[src/rtl/regs_arbiter_if.sv]
// Bundle between the two register-file clients, the arbiter and the register file.
// The slave side is the arbiter; the master side is the clients plus the register file.
interface regs_arbiter_if #(
    parameter int n = 8
);
    logic         req_a, req_b;
    logic         we_a, we_b;
    logic [1:0]   rdno_a, rdno_b;
    logic [1:0]   rsno_a, rsno_b;
    logic [n-1:0] wdata_a, wdata_b;
    logic         lock_a, lock_b;
    logic         gnt_a, gnt_b;
    logic         rvalid_a, rvalid_b;
    logic [n-1:0] rd_data_a, rd_data_b;
    logic [n-1:0] rs_data_a, rs_data_b;
    logic         rf_w;
    logic [n-1:0] rf_wdata;
    logic [1:0]   rf_rdno, rf_rsno;
    logic [n-1:0] rf_rd, rf_rs;

    modport slave (
        input  req_a, req_b, we_a, we_b, rdno_a, rdno_b, rsno_a, rsno_b,
        input  wdata_a, wdata_b, lock_a, lock_b,
        output gnt_a, gnt_b, rvalid_a, rvalid_b,
        output rd_data_a, rd_data_b, rs_data_a, rs_data_b,
        output rf_w, rf_wdata, rf_rdno, rf_rsno,
        input  rf_rd, rf_rs
    );

    modport master (
        output req_a, req_b, we_a, we_b, rdno_a, rdno_b, rsno_a, rsno_b,
        output wdata_a, wdata_b, lock_a, lock_b,
        input  gnt_a, gnt_b, rvalid_a, rvalid_b,
        input  rd_data_a, rd_data_b, rs_data_a, rs_data_b,
        input  rf_w, rf_wdata, rf_rdno, rf_rsno,
        output rf_rd, rf_rs
    );
endinterface

[src/rtl/regs_arbiter.sv]
// Two-client arbiter for the 4-entry register file: round-robin with lock,
// one issue stage onto the register-file ports, one response stage back to the winner.
module regs_arbiter #(
    parameter int n = 8
) (
    input  logic          clk,
    input  logic          reset,
    regs_arbiter_if.slave bus
);
    typedef enum logic [1:0] {
        LOCK_NONE = 2'd0,
        LOCK_A    = 2'd1,
        LOCK_B    = 2'd2
    } lock_e;

    lock_e        lock_q, lock_d;
    logic         last_b_q, last_b_d;
    logic         elig_a, elig_b;
    logic         gnt_a, gnt_b;

    logic         vld_p1_q, vld_p1_d;
    logic         cli_b_p1_q, cli_b_p1_d;
    logic         rf_w_p1_q, rf_w_p1_d;
    logic [n-1:0] rf_wdata_p1_q, rf_wdata_p1_d;
    logic [1:0]   rf_rdno_p1_q, rf_rdno_p1_d;
    logic [1:0]   rf_rsno_p1_q, rf_rsno_p1_d;

    logic         rvalid_a_p2_q, rvalid_a_p2_d;
    logic         rvalid_b_p2_q, rvalid_b_p2_d;
    logic [n-1:0] rd_data_a_p2_q, rd_data_a_p2_d;
    logic [n-1:0] rs_data_a_p2_q, rs_data_a_p2_d;
    logic [n-1:0] rd_data_b_p2_q, rd_data_b_p2_d;
    logic [n-1:0] rs_data_b_p2_q, rs_data_b_p2_d;

    // Stage p0: arbitration. A lock owner shuts the other client out even when idle.
    always_comb begin
        elig_a = !reset && bus.req_a && (lock_q != LOCK_B);
        elig_b = !reset && bus.req_b && (lock_q != LOCK_A);
        gnt_a  = elig_a && (!elig_b || last_b_q);
        gnt_b  = elig_b && !gnt_a;
    end

    always_comb begin
        last_b_d = last_b_q;
        lock_d   = lock_q;
        if (lock_q == LOCK_A && !bus.lock_a) lock_d = LOCK_NONE;
        if (lock_q == LOCK_B && !bus.lock_b) lock_d = LOCK_NONE;
        if (gnt_a) begin
            last_b_d = 1'b0;
            if (bus.lock_a) lock_d = LOCK_A;
        end
        if (gnt_b) begin
            last_b_d = 1'b1;
            if (bus.lock_b) lock_d = LOCK_B;
        end
    end

    // Stage p1: issue. Idle cycles keep the last addresses/data and drop the write enable.
    always_comb begin
        vld_p1_d      = gnt_a || gnt_b;
        cli_b_p1_d    = gnt_b;
        rf_w_p1_d     = 1'b0;
        rf_wdata_p1_d = rf_wdata_p1_q;
        rf_rdno_p1_d  = rf_rdno_p1_q;
        rf_rsno_p1_d  = rf_rsno_p1_q;
        if (gnt_a) begin
            rf_w_p1_d     = bus.we_a;
            rf_wdata_p1_d = bus.wdata_a;
            rf_rdno_p1_d  = bus.rdno_a;
            rf_rsno_p1_d  = bus.rsno_a;
        end else if (gnt_b) begin
            rf_w_p1_d     = bus.we_b;
            rf_wdata_p1_d = bus.wdata_b;
            rf_rdno_p1_d  = bus.rdno_b;
            rf_rsno_p1_d  = bus.rsno_b;
        end
    end

    // Stage p2: capture pre-write read data at the same edge the write lands.
    always_comb begin
        rvalid_a_p2_d  = vld_p1_q && !cli_b_p1_q;
        rvalid_b_p2_d  = vld_p1_q && cli_b_p1_q;
        rd_data_a_p2_d = rvalid_a_p2_d ? bus.rf_rd : rd_data_a_p2_q;
        rs_data_a_p2_d = rvalid_a_p2_d ? bus.rf_rs : rs_data_a_p2_q;
        rd_data_b_p2_d = rvalid_b_p2_d ? bus.rf_rd : rd_data_b_p2_q;
        rs_data_b_p2_d = rvalid_b_p2_d ? bus.rf_rs : rs_data_b_p2_q;
    end

    always_ff @(posedge clk) begin
        if (reset) begin
            lock_q         <= LOCK_NONE;
            last_b_q       <= 1'b1;
            vld_p1_q       <= 1'b0;
            cli_b_p1_q     <= 1'b0;
            rf_w_p1_q      <= 1'b0;
            rf_wdata_p1_q  <= '0;
            rf_rdno_p1_q   <= '0;
            rf_rsno_p1_q   <= '0;
            rvalid_a_p2_q  <= 1'b0;
            rvalid_b_p2_q  <= 1'b0;
            rd_data_a_p2_q <= '0;
            rs_data_a_p2_q <= '0;
            rd_data_b_p2_q <= '0;
            rs_data_b_p2_q <= '0;
        end else begin
            lock_q         <= lock_d;
            last_b_q       <= last_b_d;
            vld_p1_q       <= vld_p1_d;
            cli_b_p1_q     <= cli_b_p1_d;
            rf_w_p1_q      <= rf_w_p1_d;
            rf_wdata_p1_q  <= rf_wdata_p1_d;
            rf_rdno_p1_q   <= rf_rdno_p1_d;
            rf_rsno_p1_q   <= rf_rsno_p1_d;
            rvalid_a_p2_q  <= rvalid_a_p2_d;
            rvalid_b_p2_q  <= rvalid_b_p2_d;
            rd_data_a_p2_q <= rd_data_a_p2_d;
            rs_data_a_p2_q <= rs_data_a_p2_d;
            rd_data_b_p2_q <= rd_data_b_p2_d;
            rs_data_b_p2_q <= rs_data_b_p2_d;
        end
    end

    assign bus.gnt_a     = gnt_a;
    assign bus.gnt_b     = gnt_b;
    // Reset during the issue cycle must suppress the write that is already on the port.
    assign bus.rf_w      = rf_w_p1_q && !reset;
    assign bus.rf_wdata  = rf_wdata_p1_q;
    assign bus.rf_rdno   = rf_rdno_p1_q;
    assign bus.rf_rsno   = rf_rsno_p1_q;
    assign bus.rvalid_a  = rvalid_a_p2_q;
    assign bus.rvalid_b  = rvalid_b_p2_q;
    assign bus.rd_data_a = rd_data_a_p2_q;
    assign bus.rs_data_a = rs_data_a_p2_q;
    assign bus.rd_data_b = rd_data_b_p2_q;
    assign bus.rs_data_b = rs_data_b_p2_q;
endmodule

[src/flat_wrapper.sv]
// flat-port wrapper written by rule: the top's interface ports become plain ports
module regs_arbiter_flat 
#(
    parameter int n = 8
)
  (clk, reset, bus_req_a, bus_req_b, bus_we_a, bus_we_b, bus_rdno_a, bus_rdno_b, bus_rsno_a, bus_rsno_b, bus_wdata_a, bus_wdata_b, bus_lock_a, bus_lock_b, bus_gnt_a, bus_gnt_b, bus_rvalid_a, bus_rvalid_b, bus_rd_data_a, bus_rd_data_b, bus_rs_data_a, bus_rs_data_b, bus_rf_w, bus_rf_wdata, bus_rf_rdno, bus_rf_rsno, bus_rf_rd, bus_rf_rs);
  regs_arbiter_if #(.n(n)) bus_i ();
  input  logic clk;
  input  logic reset;
  input wire logic [$bits(bus_i.req_a)-1:0] bus_req_a;
  input wire logic [$bits(bus_i.req_b)-1:0] bus_req_b;
  input wire logic [$bits(bus_i.we_a)-1:0] bus_we_a;
  input wire logic [$bits(bus_i.we_b)-1:0] bus_we_b;
  input wire logic [$bits(bus_i.rdno_a)-1:0] bus_rdno_a;
  input wire logic [$bits(bus_i.rdno_b)-1:0] bus_rdno_b;
  input wire logic [$bits(bus_i.rsno_a)-1:0] bus_rsno_a;
  input wire logic [$bits(bus_i.rsno_b)-1:0] bus_rsno_b;
  input wire logic [$bits(bus_i.wdata_a)-1:0] bus_wdata_a;
  input wire logic [$bits(bus_i.wdata_b)-1:0] bus_wdata_b;
  input wire logic [$bits(bus_i.lock_a)-1:0] bus_lock_a;
  input wire logic [$bits(bus_i.lock_b)-1:0] bus_lock_b;
  output wire logic [$bits(bus_i.gnt_a)-1:0] bus_gnt_a;
  output wire logic [$bits(bus_i.gnt_b)-1:0] bus_gnt_b;
  output wire logic [$bits(bus_i.rvalid_a)-1:0] bus_rvalid_a;
  output wire logic [$bits(bus_i.rvalid_b)-1:0] bus_rvalid_b;
  output wire logic [$bits(bus_i.rd_data_a)-1:0] bus_rd_data_a;
  output wire logic [$bits(bus_i.rd_data_b)-1:0] bus_rd_data_b;
  output wire logic [$bits(bus_i.rs_data_a)-1:0] bus_rs_data_a;
  output wire logic [$bits(bus_i.rs_data_b)-1:0] bus_rs_data_b;
  output wire logic [$bits(bus_i.rf_w)-1:0] bus_rf_w;
  output wire logic [$bits(bus_i.rf_wdata)-1:0] bus_rf_wdata;
  output wire logic [$bits(bus_i.rf_rdno)-1:0] bus_rf_rdno;
  output wire logic [$bits(bus_i.rf_rsno)-1:0] bus_rf_rsno;
  input wire logic [$bits(bus_i.rf_rd)-1:0] bus_rf_rd;
  input wire logic [$bits(bus_i.rf_rs)-1:0] bus_rf_rs;
  assign bus_i.req_a = bus_req_a;
  assign bus_i.req_b = bus_req_b;
  assign bus_i.we_a = bus_we_a;
  assign bus_i.we_b = bus_we_b;
  assign bus_i.rdno_a = bus_rdno_a;
  assign bus_i.rdno_b = bus_rdno_b;
  assign bus_i.rsno_a = bus_rsno_a;
  assign bus_i.rsno_b = bus_rsno_b;
  assign bus_i.wdata_a = bus_wdata_a;
  assign bus_i.wdata_b = bus_wdata_b;
  assign bus_i.lock_a = bus_lock_a;
  assign bus_i.lock_b = bus_lock_b;
  assign bus_gnt_a = bus_i.gnt_a;
  assign bus_gnt_b = bus_i.gnt_b;
  assign bus_rvalid_a = bus_i.rvalid_a;
  assign bus_rvalid_b = bus_i.rvalid_b;
  assign bus_rd_data_a = bus_i.rd_data_a;
  assign bus_rd_data_b = bus_i.rd_data_b;
  assign bus_rs_data_a = bus_i.rs_data_a;
  assign bus_rs_data_b = bus_i.rs_data_b;
  assign bus_rf_w = bus_i.rf_w;
  assign bus_rf_wdata = bus_i.rf_wdata;
  assign bus_rf_rdno = bus_i.rf_rdno;
  assign bus_rf_rsno = bus_i.rf_rsno;
  assign bus_i.rf_rd = bus_rf_rd;
  assign bus_i.rf_rs = bus_rf_rs;
  regs_arbiter #(.n(n)) u_core (.clk(clk), .reset(reset), .bus(bus_i));
endmodule
[config.mk]
export PLATFORM = sky130hd
export DESIGN_NAME = regs_arbiter_flat
export DESIGN_NICKNAME = d
export VERILOG_FILES = /design/src/rtl/regs_arbiter_if.sv /design/src/rtl/regs_arbiter.sv /design/src/flat_wrapper.sv
export SDC_FILE = /design/constraint.sdc
export NUM_CORES = 1
export LEC_CHECK = 0
export ABC_AREA = 1
export BUFFER_PORTS_ARGS = -buffer_cell sky130_fd_sc_hd__buf_2
export CORE_MARGIN = 5
export CORE_UTILIZATION = 46
export CTS_CLUSTER_DIAMETER = 30
export DETAILED_ROUTE_END_ITERATION = 10
export PLACE_DENSITY_LB_ADDON = 0.05
export SETUP_SLACK_MARGIN = 0.2
export SYNTH_ARGS = -nofsm -noshare
export SYNTH_HDL_FRONTEND = slang
export SYNTH_SLANG_ARGS = --single-unit
export TNS_END_PERCENT = 1
[constraint.sdc]
create_clock -name clk -period 1.7 [get_ports clk]
set_clock_uncertainty 0.05 [all_clocks]
set_input_delay 0.34 -clock clk [delete_from_list [all_inputs] [get_ports clk]]
set_output_delay 0.34 -clock clk [all_outputs]
set_load 0.02 [all_outputs]
==> run metrics <==
Worst Tran Pin Value=0.500 ns; final setup violation count=0; TritonCTS Buffers=5; FF/Latch Area=1040 µm²; Arr. time, crit path=1.21 ns; dpl cell area=2580 µm²; average size of a mapped cell=7.60 µm²; f_max=626 MHz; met2 Usage GRT=27.5%; Port-buffer cells=96; final hold viol count=0; post-route minimum period=1.60 ns; grt met1 use=20.7%; hold slack=0.186 ns; Core Region=4350 µm²; status=complete, no violations; area leader, netlist=dfxtp_1; share of cells above drive strength 1=35.5%; PwrDens=982 nW/µm²; clock latency on the worst-skew pair=0.29 ns; MaxCap Viol Count=0; P_leak=0.00142 µW; Worst VDD drop=0.000724 V; via/cell ratio=4.73; Post-DRT Antenna Nets=0; Worst setup SP type=flop; Clock Power Share=30.6%; Initial Util=47.1%; Overall Power=2730 µW; Slew Limit Fails=0; Root Buffer=clkbuf_8; Final Instance Area=2780 µm²; worst setup margin=0.102 ns; period utilization=94.0%; Top FF cell, synth=dfxtp_1; Die ar.=5890 µm²; hold depth=3; Internal=1950 µW; Residual DRC=0; Fill cells=427; first-pass GRT wire length=8.21 mm; CTS tree=built; hold_buf cts=0; area of the multi-input gates=922 µm²; NumNets Final=422; Detailed Place HPWL=3.65 mm; synthesized instance count=270; Die Wd=76.8 µm; Crit-path slowest cell=dfxtp_2; crit-path cells=inv_4, nor2_4, nor2_8, nand2_4, inv_2, buf_4; kind of critical path=flop to output pin; antenna violations before repair=0; Core Rows=24; Tot GR Track Use=16.5%; IO Pins=97; Avg WL per Cell=12.1 µm; area grow syn2layout=35.5%; H-tree Lvls=2; Post-synth EDFFs=0; Synth Cell Area=2050 µm²; Worst slew margin=66.7%; Worst EP required=1.31 ns; register area share after synthesis=50.8%; Reg2Reg Depth=6; GR Layer Usage met3=4.33%; Die Y=76.8 µm; syn nets=318; via count=2,020; number of global-route vias before repair=1,813; ANT cells=0; worst-path fanout max=6; async set-reset flop share out of synthesis=0%; Synth Register Bits=52; largest net degree at the start of global routing=46; largest cells by area after synthesis=dfxtp_1 (51%), nor2_1 (16%), o21ai_0 (7.8%), nand2_1 (5.1%), nand3_1 (3.7%); setup_tns=0 ns; Clock Sink Count=52; Yosys top cell area share=50.8%; yosys warns=0; sw frac=28.5%; drt total wl=5.16 mm; Switch Pwr=778 µW; clock slew at reported path FFs=0.09 ns; dpl ws=0.140 ns; Placer Congestion=0.767; Reg power frac=49.8%; CP peak stage delay=0.37 ns; critical path endpoint category=output pin; total grt overflow=0; RSZ-0062 raised after global routing=yes; Top Usage Layer GRT=met2; Distinct cells, synth=23; clock tree buffer depth=2; drt pass-1 iters=4; initial detailed-routing violation count=131; Comb pwr share=19.6%; Worst Hold Class=input pin to flop
-- area by class of cell --
class | instances | share of cell area [%]
flip-flops and latches | 52 | 37.6
multi-input cells | 193 | 33.2
repair buffers | 108 | 20.8
clock buffers | 5 | 2.48
well taps | 52 | 2.34
inverters | 14 | 2.07
clock inverters | 3 | 1.53
-- layout by cell type, fill, tap and decap left out, types with 2 or more instances in the layout --
master,instances
buf_2,94
nor2_1,88
dfxtp_1,50
o21ai_0,32
nand2_1,26
nand3_1,15
buf_4,13
inv_1,9
o21ai_1,8
a21boi_0,6
clkbuf_8,5
nand2_4,4
nand4_1,4
nor2_2,2
inv_4,2
inv_2,2
a21boi_1,2
dfxtp_2,2
-- sequential cells by signal, summed over array words and instances (netlist names), 2 cells and up --
register,flops
u_core.bus.rf_rsno,2
u_core.bus.rs_data_b,8
u_core.bus.rd_data_a,8
u_core.bus.rs_data_a,8
u_core.lock_q,2
u_core.bus.rf_rdno,2
u_core.bus.rd_data_b,8
u_core.bus.rf_wdata,8
-- synth_stat cells, types with 2 or more instances --
| library cell | n |
|---|---|
| dfxtp_1 | 52 |
| clkbuf_1 | 7 |
| nor2_1 | 88 |
| nand2_1 | 28 |
| inv_1 | 10 |
| buf_6 | 3 |
| nand4_1 | 4 |
| o21ai_1 | 8 |
| nand2_2 | 2 |
| inv_2 | 2 |
| a21boi_0 | 6 |
| nand3_1 | 15 |
| a21boi_1 | 2 |
| nor2_2 | 3 |
| o21ai_0 | 32 |
-- worst max-delay path: cells and delay by family (launching register included) --
kind | cells | cell delay (ns)
flip-flops | 1 | 0.37
buffers and inverters | 3 | 0.29
AND/OR/NAND/NOR | 3 | 0.27
-- what timing repair did --
| item | 4_1_cts | 5_1_grt |
|---|---|---|
| hold endpoints to repair | 0 | 0 |
| pin swaps | 1 | 2 |
| resized for setup | 10 | 4 |
| setup buffers | 4 | 1 |
| setup endpoints to repair | 2 | 4 |
-- routing by layer --
layer / wire length, µm / vias up / share of wire (%)
met5: 0 / - / 0
met1: 2270 / 883 / 44
met4: 38 / 0 / 0.74
met2: 2530 / 60 / 49
li1: - / 1073 / -
met3: 313 / 4 / 6.1
-- path summary, 6_finish.rpt --
kind,slack (ns),startpoint,end
setup reg to reg,0.31,u_core.lock_q[0],u_core.bus.rf_wdata[1]
setup / recovery,0.10,u_core.lock_q[1],bus_gnt_a
hold reg to reg,0.43,u_core.bus.rs_data_b[0],u_core.bus.rs_data_b[0]
hold / removal,0.19,bus_we_b,u_core.rf_w_p1_q
-- power by group through the flow --
stage | registers (µW) | logic [µW] | clock network [µW]
floorplan | 1490 | 218 | 0
detailed placement | 1390 | 521 | 0
global route | 1370 | 593 | 916
global placement | 1380 | 514 | 0
CTS | 1360 | 535 | 857
finish | 1360 | 535 | 836
-- per-stage QoR --
| stage | std cells | util (%) |
|---|---|---|
| 2_1_floorplan | 270 | - |
| 3_3_place_gp | 414 | 59.3 |
| 3_5_place_dp | 414 | 59.3 |
| 4_1_cts | 426 | 63.2 |
| 5_1_grt | 427 | 63.8 |
| 6_report | 427 | 63.8 |
-- kinds of logic after synthesis --
logic type | count (synthesis) | synth area share (%)
compound gates | 50 | 13.7
buf+inv | 25 | 5.86
flops | 52 | 50.8
simple gates | 143 | 29.7
Power figures use the tool's default switching activity.
